$ cat src/rtl/regfile_wb_if.sv
// Execute-to-writeback bus for regfile_wb: ALU/LSU/MDU results, issue notifications,
// the busy scoreboard and the regfile write port.
interface regfile_wb_if;
  logic        alu_vld;
  logic [4:0]  alu_rd;
  logic [63:0] alu_d;
  logic        lsu_vld;
  logic        lsu_rdy;
  logic [4:0]  lsu_rd;
  logic [63:0] lsu_d;
  logic        mdu_vld;
  logic        mdu_rdy;
  logic [4:0]  mdu_rd;
  logic [63:0] mdu_d;
  logic        iss_vld;
  logic [4:0]  iss_rd;
  logic [31:0] busy;
  logic [63:0] d;
  logic [4:0]  rd;
  logic        wr;

  modport master (
    output alu_vld, alu_rd, alu_d,
    output lsu_vld, lsu_rd, lsu_d,
    output mdu_vld, mdu_rd, mdu_d,
    output iss_vld, iss_rd,
    input  lsu_rdy, mdu_rdy, busy, d, rd, wr
  );

  modport slave (
    input  alu_vld, alu_rd, alu_d,
    input  lsu_vld, lsu_rd, lsu_d,
    input  mdu_vld, mdu_rd, mdu_d,
    input  iss_vld, iss_rd,
    output lsu_rdy, mdu_rdy, busy, d, rd, wr
  );
endinterface

$ cat src/rtl/regfile_wb.sv
// Writeback arbiter (ALU > LSU > MDU) onto the single regfile write port plus busy scoreboard.
// Define REGFILE_WB_STARVE_GUARD_EN to let a long-waiting MDU result outrank the LSU.
module regfile_wb #(
  parameter int STARVE_LIM = 8
) (
  input  logic         clk,
  input  logic         rst,
  regfile_wb_if.slave  bus
);

  logic        mdu_wins;
  logic        lsu_rdy;
  logic        mdu_rdy;

  logic        wr_q, wr_d;
  logic [4:0]  rd_q, rd_d;
  logic [63:0] d_q, d_d;
  logic [31:0] busy_q, busy_d;
  logic [31:0] clr_mask;
  logic [31:0] set_mask;

  // Grants: the ALU cannot stall, so it always pre-empts both other sources
  always_comb begin
    lsu_rdy = bus.lsu_vld & ~bus.alu_vld & ~mdu_wins;
    mdu_rdy = bus.mdu_vld & ~bus.alu_vld & (~bus.lsu_vld | mdu_wins);
  end

`ifdef REGFILE_WB_STARVE_GUARD_EN
  localparam int CW = $clog2(STARVE_LIM + 1);
  localparam logic [CW-1:0] LIM = CW'(STARVE_LIM);

  logic [CW-1:0] starve_q, starve_d;

  // Starvation counter: counts blocked MDU cycles, saturating at the limit
  always_comb begin
    starve_d = starve_q;
    if (bus.mdu_vld & mdu_rdy) begin
      starve_d = {CW{1'b0}};
    end else if (bus.mdu_vld & ~mdu_rdy & (starve_q != LIM)) begin
      starve_d = starve_q + {{(CW-1){1'b0}}, 1'b1};
    end else begin
      starve_d = starve_q;
    end
  end

  // Starvation counter register
  always_ff @(posedge clk or posedge rst) begin
    if (rst) begin
      starve_q <= {CW{1'b0}};
    end else begin
      starve_q <= starve_d;
    end
  end

  assign mdu_wins = (starve_q == LIM);
`else
  assign mdu_wins = 1'b0;
`endif

  // Writeback mux: x0 results complete the handshake but never assert wr
  always_comb begin
    wr_d = 1'b0;
    rd_d = rd_q;
    d_d  = d_q;
    if (bus.alu_vld) begin
      wr_d = (bus.alu_rd != 5'd0);
      rd_d = bus.alu_rd;
      d_d  = bus.alu_d;
    end else if (lsu_rdy) begin
      wr_d = (bus.lsu_rd != 5'd0);
      rd_d = bus.lsu_rd;
      d_d  = bus.lsu_d;
    end else if (mdu_rdy) begin
      wr_d = (bus.mdu_rd != 5'd0);
      rd_d = bus.mdu_rd;
      d_d  = bus.mdu_d;
    end else begin
      wr_d = 1'b0;
      rd_d = rd_q;
      d_d  = d_q;
    end
  end

  // Scoreboard update: a same-cycle issue to the register being written keeps it busy
  always_comb begin
    clr_mask = wr_q ? (32'd1 << rd_q) : 32'd0;
    set_mask = (bus.iss_vld && (bus.iss_rd != 5'd0)) ? (32'd1 << bus.iss_rd) : 32'd0;
    busy_d   = ((busy_q & ~clr_mask) | set_mask) & ~32'd1;
  end

  // Write port and scoreboard registers
  always_ff @(posedge clk or posedge rst) begin
    if (rst) begin
      wr_q   <= 1'b0;
      rd_q   <= 5'd0;
      d_q    <= 64'd0;
      busy_q <= 32'd0;
    end else begin
      wr_q   <= wr_d;
      rd_q   <= rd_d;
      d_q    <= d_d;
      busy_q <= busy_d;
    end
  end

  assign bus.lsu_rdy = lsu_rdy;
  assign bus.mdu_rdy = mdu_rdy;
  assign bus.wr      = wr_q;
  assign bus.rd      = rd_q;
  assign bus.d       = d_q;
  assign bus.busy    = busy_q;

endmodule

$ cat src/flat_wrapper.sv
// flat-port wrapper written by rule: the top's interface ports become plain ports
module regfile_wb_flat 
#(
  parameter int STARVE_LIM = 8
)
  (clk, rst, bus_alu_vld, bus_alu_rd, bus_alu_d, bus_lsu_vld, bus_lsu_rd, bus_lsu_d, bus_mdu_vld, bus_mdu_rd, bus_mdu_d, bus_iss_vld, bus_iss_rd, bus_lsu_rdy, bus_mdu_rdy, bus_busy, bus_d, bus_rd, bus_wr);
  regfile_wb_if bus_i ();
  input  logic clk;
  input  logic rst;
  input wire logic [$bits(bus_i.alu_vld)-1:0] bus_alu_vld;
  input wire logic [$bits(bus_i.alu_rd)-1:0] bus_alu_rd;
  input wire logic [$bits(bus_i.alu_d)-1:0] bus_alu_d;
  input wire logic [$bits(bus_i.lsu_vld)-1:0] bus_lsu_vld;
  input wire logic [$bits(bus_i.lsu_rd)-1:0] bus_lsu_rd;
  input wire logic [$bits(bus_i.lsu_d)-1:0] bus_lsu_d;
  input wire logic [$bits(bus_i.mdu_vld)-1:0] bus_mdu_vld;
  input wire logic [$bits(bus_i.mdu_rd)-1:0] bus_mdu_rd;
  input wire logic [$bits(bus_i.mdu_d)-1:0] bus_mdu_d;
  input wire logic [$bits(bus_i.iss_vld)-1:0] bus_iss_vld;
  input wire logic [$bits(bus_i.iss_rd)-1:0] bus_iss_rd;
  output wire logic [$bits(bus_i.lsu_rdy)-1:0] bus_lsu_rdy;
  output wire logic [$bits(bus_i.mdu_rdy)-1:0] bus_mdu_rdy;
  output wire logic [$bits(bus_i.busy)-1:0] bus_busy;
  output wire logic [$bits(bus_i.d)-1:0] bus_d;
  output wire logic [$bits(bus_i.rd)-1:0] bus_rd;
  output wire logic [$bits(bus_i.wr)-1:0] bus_wr;
  assign bus_i.alu_vld = bus_alu_vld;
  assign bus_i.alu_rd = bus_alu_rd;
  assign bus_i.alu_d = bus_alu_d;
  assign bus_i.lsu_vld = bus_lsu_vld;
  assign bus_i.lsu_rd = bus_lsu_rd;
  assign bus_i.lsu_d = bus_lsu_d;
  assign bus_i.mdu_vld = bus_mdu_vld;
  assign bus_i.mdu_rd = bus_mdu_rd;
  assign bus_i.mdu_d = bus_mdu_d;
  assign bus_i.iss_vld = bus_iss_vld;
  assign bus_i.iss_rd = bus_iss_rd;
  assign bus_lsu_rdy = bus_i.lsu_rdy;
  assign bus_mdu_rdy = bus_i.mdu_rdy;
  assign bus_busy = bus_i.busy;
  assign bus_d = bus_i.d;
  assign bus_rd = bus_i.rd;
  assign bus_wr = bus_i.wr;
  regfile_wb #(.STARVE_LIM(STARVE_LIM)) u_core (.clk(clk), .rst(rst), .bus(bus_i));
endmodule
$ cat config.mk
export PLATFORM = sky130hd
export DESIGN_NAME = regfile_wb_flat
export DESIGN_NICKNAME = d
export VERILOG_FILES = /design/src/rtl/regfile_wb_if.sv /design/src/rtl/regfile_wb.sv /design/src/flat_wrapper.sv
export SDC_FILE = /design/constraint.sdc
export NUM_CORES = 1
export LEC_CHECK = 0
export ABC_AREA = 1
export CORE_UTILIZATION = 36
export CTS_BUF_LIST = sky130_fd_sc_hd__clkbuf_4
export DETAILED_ROUTE_END_ITERATION = 8
export MAX_ROUTING_LAYER = met4
export PLACE_DENSITY = 0.84
export SLEW_MARGIN = 40
export SYNTH_ARGS = -nofsm -noshare
export SYNTH_HDL_FRONTEND = slang
export SYNTH_SLANG_ARGS = --single-unit
$ cat constraint.sdc
create_clock -name clk -period 3.05 [get_ports clk]
set_input_delay 0.61 -clock clk [delete_from_list [all_inputs] [get_ports clk]]
set_output_delay 0.61 -clock clk [all_outputs]
set_load 0.02 [all_outputs]
==> summary.txt <==
Clocking
  – Clock tree buffer depth: 2
  – # clock sinks: 101
  – # hold bufs at CTS: 0
  – Worst-Skew Late Latency: 0.47 ns
  – H-tree Lvls: 3
  – Post CTS Setup Buffer Count: 0
  – Clk root buf: clkbuf_4
  – Post-CTS sizing: 0
  – TritonCTS clock tree: done
  – Clock slew at reported path FFs: 0.15 ns
  – CTS buffer count: 9

Drt
  – Wire length on met3: 1.52 mm
  – Initial DRC Count: 549
  – DRC Markers: 0
  – Met2 WL: 10.1 mm
  – DR top layer: met4
  – Post-DRT Antenna Nets: 0
  – Routed via count: 6645
  – Routed vias/inst: 5.10
  – Total Wirelength: 21.2 mm
  – M1 WL: 8.84 mm
  – DR pass1 iterations: 4
  – Routed len/inst: 16.3 µm

Critical path
  – Crit Path Category: in2out
  – R2R Setup Slk: 1.46 ns
  – Setup crit start: bus_mdu_vld
  – CP required: 2.44 ns
  – Crit end category: output port
  – Crit path max fanout: 3
  – Reg2Reg Depth: 4
  – Startpoint types: input pin
  – Critical path arrival: 2.03 ns
  – RR Startpoint: u_core.bus.rd[4]
  – RR Endpoint: u_core.bus.busy[6]

Run
  – # Max-Cap Violations: 0

GRT
  – Largest net degree at the start of global routing: 102
  – Vias in the first global route: 6506
  – Grt total ovfl: 0
  – Initial antenna violation count: 2
  – GRT Total Usage: 0.278
  – First-pass GRT wire length: 33.8 mm

Timing
  – Slew HR: 0.485
  – Slew Viols, Final: 0
  – Setup TNS Final: 0 ns
  – Worst Max-Slew Pin Slew: 0.772 ns
  – Final setup fails: 0
  – Post-route minimum period: 2.64 ns
  – Final Hold Fails: 0
  – RSZ-0062 raised after global routing: no
  – Final period util: 0.865
  – Clock Skews: 0.0136 ns
  – Max frequency: 379 MHz

Power and ir drop
  – Power density cells: 467 nW/µm²
  – Worst VDD drop: 253 µV
  – Leak pwr: 4.14 nW
  – Total power: 4.18 mW

Floorplanning
  – FP Rows: 45
  – Core Box Area: 15100 µm²
  – Die Ht: 126 µm
  – Initial Utilization: 0.367
  – Top-level I/O count: 322
  – DIE AREA: 16000 µm²
  – Die X: 126 µm

Place
  – HPWL Detailed: 15.5 mm
  – IO Port Bufs: 320
  – Gpl congestion: 0.928

Synth
  – Synth Instances: 822
  – Main flop type after synthesis: dfrtp_1
  – Synthesized area per cell: 6.77 µm²
  – Ys async rst share: 1.00
  – Post-synth top area share: 0.454
  – Synthesized net count: 1040
  – Post-synth EDFFs: 0
  – Yosys top cell by area: dfrtp_1
  – Ys Warns: 0
  – Seq/Total Area, Yosys: 0.454
  – Synth unique cells: 21
  – Synth Cell Area: 5560 µm²
  – Synth area leaders: dfrtp_1, nand2_1, nand3_1
  – Flops & latches, synth: 101

Worst hold path
  – Worst Hold End: u_core.bus.busy[10]
  – HP Class: reg2reg
  – Worst hold path depth: 2
  – Hold_sp: u_core.bus.busy[10]

Finish
  – Commonest non-fill, non-tap cell in the layout: nand2_1
  – Syn-to-layout area delta: 61.2%
  – Final #Nets: 1328
  – Number of fill cells: 1388
  – Fraction of layout cells with a size suffix above 1: 0.0260
  – Most frequent cells in the layout: nand2_1, clkdlybuf4s50_1, nand3_1, dfrtp_1, nor2_1

Outcome
  – Outcome: finished, final reports clean
==> layer usage <==
metal,GRT usage,up-vias
li1,-,3191
met1,0.346,3074
met2,0.444,336
met3,0.0489,44
met4,0.123,0
met5,-,-
==> synthesized netlist by cell type, types with 2 or more instances <==
cell type  number
nand2_1       414
nand3_1       171
dfrtp_1       101
nor2_1         26
o21ai_0        23
inv_1          21
clkbuf_1       16
buf_1          14
buf_2          14
buf_4           6
nand3b_1        3
buf_6           2
inv_2           2
nand4_1         2
==> power by group <==
group / internal, mW / switching, mW / total, mW
combinational: 0.849 / 0.868 / 1.72
clock: 0.238 / 0.454 / 0.692
sequential: 1.60 / 0.176 / 1.78
total: 2.69 / 1.50 / 4.18
==> kinds of logic after synthesis <==
logic type             count (synthesis)  share of synthesized area
buffers and inverters                 76                     0.0612
DFF                                  101                      0.454
and+or+nand+nor                      619                      0.461
AOI/OAI and AO/OA                     25                     0.0225
other                                  1                   0.000674
==> worst max path at each step <==
stage          depth (start not counted)  slack (ns)          end
2_1_floorplan                          4        1.11  bus_lsu_rdy
3_3_place_gp                           4        0.48  bus_mdu_rdy
3_5_place_dp                           4        0.43  bus_mdu_rdy
4_1_cts                                4        0.43  bus_mdu_rdy
5_1_grt                                4        0.36  bus_mdu_rdy
6_report                               4        0.41  bus_mdu_rdy
==> flip-flops by register name, indices dropped and copies added, names as in the netlist <==
| name | flops |
|---|---|
| u_core.bus.busy | 31 |
| u_core.bus.d | 64 |
| u_core.bus.rd | 5 |
| u_core.bus.wr | 1 |
==> stage by stage <==
stage / worst slack [ns] / hold slack, ns / instances / area [µm²] / util
3_5_place_dp: 0.429 / 0.463 / 1287 / 8840 / 0.583
4_1_cts: 0.429 / 0.499 / 1302 / 8960 / 0.591
6_report: 0.413 / 0.495 / 1304 / 8960 / 0.592
5_1_grt: 0.363 / 0.525 / 1304 / 8960 / 0.592
2_1_floorplan: 1.11 / 0.575 / 822 / 5570 / -
3_3_place_gp: 0.484 / 0.459 / 1287 / 8840 / 0.583
==> final cells by class <==
class	instances	area [µm²]	share of cell area
repair buffers	329	3290	0.367
flip-flops and latches	101	2530	0.282
multi-input cells	645	2690	0.301
clock buffers	9	67.6	0.00754
diodes	2	5.00	0.000558
clock inverters	6	55.1	0.00614
inverters	24	93.8	0.0105
well taps	188	235	0.0262
==> critical path, cell delays in order <==
cell and delay (ns):
clkdlybuf4s50_1 0.45, inv_1 0.06, nor3_1 0.24, clkdlybuf4s50_1 0.66
(Power assumes the default switching activity.)
